===== src/rtl/alu_driver.sv =====
// Command-side sequencer for a registered 4-bit ALU with an in-circuit golden-model checker.
// Accepts one command at a time, drives the ALU, captures its result two clocks after accept,
// and returns it with the expected value, a mismatch flag and running counters.
module alu_driver #(
  parameter int unsigned CNT_W = 8
) (
  input  logic             clk,
  input  logic             rst,
  // Command side
  input  logic             cmd_valid,
  output logic             cmd_ready,
  input  logic [1:0]       cmd_oper,
  input  logic [3:0]       cmd_in1,
  input  logic [3:0]       cmd_in2,
  // ALU side
  output logic [1:0]       alu_oper,
  output logic [3:0]       alu_in1,
  output logic [3:0]       alu_in2,
  input  logic [4:0]       alu_out,
  // Response side
  output logic             rsp_valid,
  input  logic             rsp_ready,
  output logic [4:0]       rsp_data,
  output logic [4:0]       rsp_expected,
  output logic             rsp_mismatch,
  output logic [CNT_W-1:0] txn_count,
  output logic [CNT_W-1:0] err_count
);

  typedef enum logic [1:0] {StIdle, StIssue, StCapture, StResp} state_e;

  state_e state_q, state_d;

  logic             accept;
  logic             capture;
  logic             complete;
  logic [4:0]       golden;
  logic [7:0]       product;

  logic [1:0]       alu_oper_q;
  logic [3:0]       alu_in1_q;
  logic [3:0]       alu_in2_q;
  logic [4:0]       rsp_data_q;
  logic [4:0]       rsp_expected_q;
  logic             rsp_mismatch_q;
  logic [CNT_W-1:0] txn_count_q;
  logic [CNT_W-1:0] err_count_q;

  // Golden result for the incoming command, truncated to the ALU's 5-bit output
  always_comb begin
    product = {4'b0000, cmd_in1} * {4'b0000, cmd_in2};
    golden  = 5'd0;
    unique case (cmd_oper)
      2'b00: golden = {1'b0, cmd_in1} + {1'b0, cmd_in2};
      2'b01: golden = product[4:0];
      2'b10: golden = {1'b0, cmd_in1} - {1'b0, cmd_in2};
      2'b11: golden = (cmd_in2 == 4'd0) ? 5'd0 : {1'b0, cmd_in1 / cmd_in2};
      default: golden = 5'd0;
    endcase
  end

  // State register
  always_ff @(posedge clk) begin
    if (rst) begin
      state_q <= StIdle;
    end else begin
      state_q <= state_d;
    end
  end

  // Next-state and handshake outputs
  always_comb begin
    state_d   = state_q;
    cmd_ready = 1'b0;
    rsp_valid = 1'b0;
    accept    = 1'b0;
    capture   = 1'b0;
    complete  = 1'b0;
    unique case (state_q)
      StIdle: begin
        cmd_ready = 1'b1;
        if (cmd_valid) begin
          accept  = 1'b1;
          state_d = StIssue;
        end
      end
      // ALU samples alu_* on the edge leaving this state
      StIssue: state_d = StCapture;
      // ALU result is valid during this state
      StCapture: begin
        capture = 1'b1;
        state_d = StResp;
      end
      StResp: begin
        rsp_valid = 1'b1;
        if (rsp_ready) begin
          complete = 1'b1;
          state_d  = StIdle;
        end
      end
      default: state_d = StIdle;
    endcase
  end

  // ALU operand registers and golden result, loaded on command accept
  always_ff @(posedge clk) begin
    if (rst) begin
      alu_oper_q     <= 2'd0;
      alu_in1_q      <= 4'd0;
      alu_in2_q      <= 4'd0;
      rsp_expected_q <= 5'd0;
    end else if (accept) begin
      alu_oper_q     <= cmd_oper;
      alu_in1_q      <= cmd_in1;
      alu_in2_q      <= cmd_in2;
      rsp_expected_q <= golden;
    end
  end

  // Result capture; held until the next capture
  always_ff @(posedge clk) begin
    if (rst) begin
      rsp_data_q     <= 5'd0;
      rsp_mismatch_q <= 1'b0;
    end else if (capture) begin
      rsp_data_q     <= alu_out;
      rsp_mismatch_q <= (alu_out != rsp_expected_q);
    end
  end

  // Transaction counter wraps; error counter saturates at all-ones
  always_ff @(posedge clk) begin
    if (rst) begin
      txn_count_q <= '0;
      err_count_q <= '0;
    end else if (complete) begin
      txn_count_q <= txn_count_q + 1'b1;
      if (rsp_mismatch_q && (err_count_q != {CNT_W{1'b1}})) begin
        err_count_q <= err_count_q + 1'b1;
      end
    end
  end

  assign alu_oper     = alu_oper_q;
  assign alu_in1      = alu_in1_q;
  assign alu_in2      = alu_in2_q;
  assign rsp_data     = rsp_data_q;
  assign rsp_expected = rsp_expected_q;
  assign rsp_mismatch = rsp_mismatch_q;
  assign txn_count    = txn_count_q;
  assign err_count    = err_count_q;

endmodule

===== config.mk =====
export PLATFORM = sky130hd
export DESIGN_NAME = alu_driver
export DESIGN_NICKNAME = d
export VERILOG_FILES = /design/src/rtl/alu_driver.sv
export SDC_FILE = /design/constraint.sdc
export NUM_CORES = 1
export LEC_CHECK = 0
export CAP_MARGIN = 20
export CORE_ASPECT_RATIO = 2
export CORE_MARGIN = 3
export CORE_UTILIZATION = 40
export CTS_CLUSTER_DIAMETER = 60
export DETAILED_ROUTE_END_ITERATION = 8
export HOLD_SLACK_MARGIN = 0.15
export PLACE_DENSITY = 0.78
export SYNTH_ARGS = -nofsm -noshare
export SYNTH_HDL_FRONTEND = slang
export SYNTH_SLANG_ARGS = --single-unit

===== constraint.sdc =====
create_clock -name clk -period 4.7 [get_ports clk]
set_clock_uncertainty 0.1 [all_clocks]
set_input_delay 0.705 -clock clk [delete_from_list [all_inputs] [get_ports clk]]
set_output_delay 0.705 -clock clk [all_outputs]
set_load 0.005 [all_outputs]

== Yosys cells after proc, flatten, opt, wreduce, memory -nomap -nowiden ==
Index checks and enable logic that the tools add are counted.

* Register bits after elaboration: 39
* Input bits: 19
* Output and inout bits: 39

* Add/subtract/negate cells: 4
* Multiply operators: 1
* Div/mod/pow operators: 1
* Equal/unequal tests: 10
* Muxes and demuxes: 12
* Reduce and logical (&&, ||, !) cells: 6

{| class="wikitable"
|+ Operator list
! kind !! number
|-
| 5-bit one-hot mux with 4 select lines || 1
|-
| 8-bit by 1-bit adder with 8-bit output, second input constant || 2
|-
| 2-bit equality test, second input constant || 4
|-
| 8-bit != test, second input constant || 1
|-
| 2-bit one-hot mux with 4 select lines || 1
|-
| 1-bit 2-to-1 mux || 7
|-
| 4-bit by 4-bit adder with 5-bit output || 1
|-
| 4-bit by 4-bit multiplier with 5-bit output || 1
|-
| 5-bit != test || 1
|-
| 4-bit by 4-bit subtractor with 5-bit output || 1
|-
| 4-bit by 4-bit divider with 4-bit output || 1
|-
| 2-bit by 1-bit equality test with 1-bit output, second input constant || 2
|-
| 2-bit zero test || 2
|-
| 4-bit zero test || 1
|-
| 2-bit 2-to-1 mux || 2
|-
| 4-bit 2-to-1 mux || 1
|-
| 2-bit != test, second input constant || 2
|-
| 2-bit AND reduction || 2
|-
| 1-bit logical AND || 1
|}

== Depth between registers and ports, before layout ==
* Depth in word-level cells: 3
* Mapped depth: 21
* Gate-level depth less buffers: 21

== Worst setup path after synthesis ==
OpenSTA, ideal clock, no wires.

* Path type: input to register
* Start: input port cmd_in2[3]
* End: register rsp_expected_q[0] (netlist: rsp_expected[0])
* Library setup time: 0.091 ns
* Data arrival time: 3.817 ns
* Required time: 4.509 ns
* Slack: 0.692 ns
* Stages on the path: 18
* Cell sequence: clkbuf_1 nor3_2 a21oi_1 a21oi_1 ha_1 o21a_1 o21ai_1 o21ai_1 ha_1 o21a_1 o21ai_1 a21oi_1 mux2_2 ha_1 a21oi_1 nor2b_1 o21ai_1 a311oi_1

* Word-level cells in the longest chain between the ends: 3
* Elaborated cells between the ends (all ways): 4

{| class="wikitable"
|+ Ends and longest elaborated chain
! what !! RTL line !! text
|-
| start: declaration || 14 || <nowiki>input logic [3:0] cmd_in2,</nowiki>
|-
| 4-bit by 4-bit divider with 4-bit output / 4-bit zero test (equally long branches) || 57 || <nowiki>2'b11: golden = (cmd_in2 == 4'd0) ? 5'd0 : {1'b0, cmd_in1 / cmd_in2};</nowiki>
|-
| 4-bit 2-to-1 mux (*) || 57 ||
|-
| 5-bit one-hot mux with 4 select lines (*) || 53 || <nowiki>unique case (cmd_oper)</nowiki>
|-
| end signal: assignment || 116 || <nowiki>rsp_expected_q <= golden;</nowiki>
|-
| end: declaration || 44 || <nowiki>logic [4:0] rsp_expected_q;</nowiki>
|}

Every way passes the cells marked *; elsewhere a longest branch is shown, timed or not.
A chain may end at the register's enable or synchronous reset.

== Final worst setup path ==
* Start: input port cmd_in2[0]
* End: register rsp_expected_q[0] (netlist: rsp_expected[0])

* Word-level cells in the longest chain between the ends: 3
* Elaborated cells between the ends (all ways): 7

{| class="wikitable"
|+ Ends and longest elaborated chain
! what !! RTL line
|-
| 4-bit by 4-bit divider with 4-bit output / 4-bit zero test (equally long branches) || 57
|-
| 4-bit 2-to-1 mux || 57
|-
| 5-bit one-hot mux with 4 select lines (*) || 53
|}

Marks and branches as above.

==> results.md <==
- Cell Count, Final, Fillers Out: 417
- Initial Util: 42.0%
- PD cells: 358 nW/µm²
- Overall power: 0.00117 W
- DR WL/cell: 14.1 µm
- Startpoint Class: primary input
- Crit-path max FO: 5
- H-tree Lvls: 2
- Post-synthesis xor/xnor area fraction: 10.1%
- Leading area contributor after synthesis: dfxtp_1
- Maxcap violations: 0
- GRT overflow: 0
- Synth Area in Adders: 17.7%
- # Post-CTS Setup Buffers: 0
- Worst slew margin: 61.5%
- Area growth syn-to-layout: 34.3%
- GR Util All Layers: 17.3%
- Hold_ws: 354 ps
- Drt pass-1 iters: 4
- Compound-Gate Fraction of Synth Area: 12.0%
- Vias in the first global route: 2,211
- Vias/cell: 5.34
- VDD IR-drop max: 0.164 mV
- Final WL: 5890 µm
- Ys async rst share: 0%
- Residual DRC: 0
- Die X: 61.2 µm
- Status: finished clean
- Synth area leaders: dfxtp_1 32%, ha_1 14%, nor2_1 6.2%
- Largest net degree at the start of global routing: 40
- Hold buffer count at cts: 0
- Maximum clock frequency: 0.232 GHz
- Simple-Gate Fraction of Synth Area: 19.5%
- IO Port Bufs: 57
- CTS resizes: 0
- Iter 0 DRT Violations: 107
- Multiplexer share of the synthesized area: 4.62%
- Antenna Nets Post-Route: 0
- Slew @ Worst Pin: 578 ps
- Die Footprint: 7130 µm²
- CTS tree: built
- Number of synthesized flops with an enable pin: 0
- WP data required: 4790 ps
- Avg Cell Area, Syn: 8.38 µm²
- Sequential fraction of the synthesis area: 32.0%
- Nature of the critical path endpoint: flip-flop
- Initial antenna violation count: 0
- Row Count: 39
- WS Path Type: primary input to flip-flop
- Share of layout cells above drive strength 1: 7.02%
- Hpwl dp: 4680 µm
- Io pins: 58
- Top_reg_cell synth: dfxtp_1
- Setup TNS: 0 ps
- # nets final: 406
- Pleak: 1.32 nW
- Placed Cells: 409
- RSZ-0062 raised after global routing: false
- Largest family of logic cells by synthesized area: simple AND/OR/NAND/NOR gates
- Reg2Reg Depth: 7
- Net Count, Synth: 342
- Die height: 116 µm
- Hold path cells: 2
- Cts bufs inserted: 5
- Synthesized instance count: 291
- Clock root buffer: clkbuf_16
- Clock slew at reported path FFs: 60 ps
- Synthesized flop and latch total: 39
- Worst Path Arrival: 4400 ps
- Fin crit period: 4310 ps
- Endpoints failing hold: 0
- # setup viols final: 0
- Core Footprint: 5810 µm²
- Clock sinks: 39
- Worst hold path class: flip-flop to flip-flop
- Ant. Diodes: 0
- YS warnings: 0
- Via Count: 2,225
- Pins over their slew limit: 0
- Clock Path Buffers: 2
- Synth cell types: 39
- Latest clock arrival within the worst-skew pair: 280 ps
- First-pass GRT wire length: 9480 µm
- Mapped cell area: 2440 µm²
- Share of the synthesized area in the top cell type: 32.0%
- Final GP Congestion: 0.871
- Final Cycle Share: 91.7%
- Fin util: 56.4%
## cells in the mapped netlist, types with 5 or more instances
cell	instances
a21oi_1	25
clkbuf_1	8
dfxtp_1	39
ha_1	28
inv_1	16
mux2i_1	9
nand2_1	35
nand3_1	5
nor2_1	40
nor3_1	6
xnor2_1	12
xor2_1	16
## where the power goes
group          internal [W]  leakage, nW  switching, W
Clock              0.000195       0.0658      0.000129
Sequential         0.000383        0.317     0.0000411
Combinational      0.000222        0.941      0.000203
Total              0.000800         1.32      0.000373
## critical path, cell delays in order
cell             delay [ps]
clkdlybuf4s50_1         470
inv_1                    60
ha_1                    290
a21oi_1                 190
ha_1                    270
o21a_1                  130
o21ai_2                 200
o21ai_1                 110
ha_1                    320
o21a_1                  150
o21ai_1                  80
a21oi_2                 270
mux2_2                  380
ha_1                    280
a21oi_1                  60
nor2b_1                 110
o21ai_1                  60
a311oi_1                270
## cell usage in the layout, fill, tap and decap left out, types with 2 or more instances in the layout
| master | instances |
|---|---|
| buf_4 | 10 |
| nand2_1 | 35 |
| inv_1 | 16 |
| fa_1 | 4 |
| and2_1 | 3 |
| ha_1 | 28 |
| nand4_1 | 4 |
| xnor2_1 | 12 |
| nor2_1 | 40 |
| nor3_1 | 6 |
| a21o_1 | 3 |
| and3_1 | 3 |
| nand3_1 | 5 |
| o211ai_1 | 2 |
| a311oi_1 | 2 |
| xor2_1 | 16 |
| o21ai_1 | 3 |
| o21ai_0 | 3 |
| or3_1 | 2 |
| nor2b_1 | 3 |
| clkinvlp_4 | 2 |
| nand2b_1 | 2 |
| dfxtp_1 | 39 |
| clkbuf_16 | 5 |
| mux2_2 | 2 |
| a21oi_1 | 24 |
| clkdlybuf4s50_1 | 57 |
| o21a_1 | 2 |
| mux2i_1 | 9 |
## per-stage QoR
step | area (µm²) | setup slack, ps
detailed placement | 3120 | -34.1
floorplan | 2440 | 692
finish | 3270 | 390
global route | 3270 | 77.2
global placement | 3120 | 86.7
CTS | 3270 | 233
## path summary, 6_finish.rpt
| path | startpoint | to | slack (ps) |
|---|---|---|---|
| worst max-delay path | cmd_in2[0] | rsp_expected[0] | 390 |
| worst min-delay path | alu_in2[1] | alu_in2[1] | 350 |
| worst max register to register | state_q[1] | err_count[7] | 2800 |
| worst min register to register | alu_in2[1] | alu_in2[1] | 350 |
## flip-flops by register name (all words and copies together), names as in the netlist
register / count
err_count: 8
alu_in2: 4
txn_count: 8
state_q: 2
rsp_data: 5
alu_in1: 4
rsp_mismatch: 1
rsp_expected: 5
alu_oper: 2
## layer usage
layer | wire length, µm | vias to the layer above | global-route usage [%]
li1 | - | 1107 | -
met1 | 2260 | 1035 | 17.8
met2 | 3150 | 64 | 32.0
met3 | 271 | 19 | 1.33
met4 | 208 | 0 | 10.3
met5 | 0 | - | 0
## cell type report
class | count | area (µm²)
clock buffer | 5 | 125
sequential | 39 | 781
clock inverter | 3 | 20.0
multi-input combinational | 225 | 1560
timing repair buffer | 67 | 646
fill | 530 | 2530
tap | 61 | 76.3
inverter | 17 | 63.8
## logic make-up after synthesis
logic type | Yosys count
and+or+nand+nor | 107
DFF | 39
buffers and inverters | 27
xor gates and xnor gates | 28
AOI/OAI and AO/OA | 47
adders and majority gates | 32
muxes | 11
(Power assumes the default switching activity.)
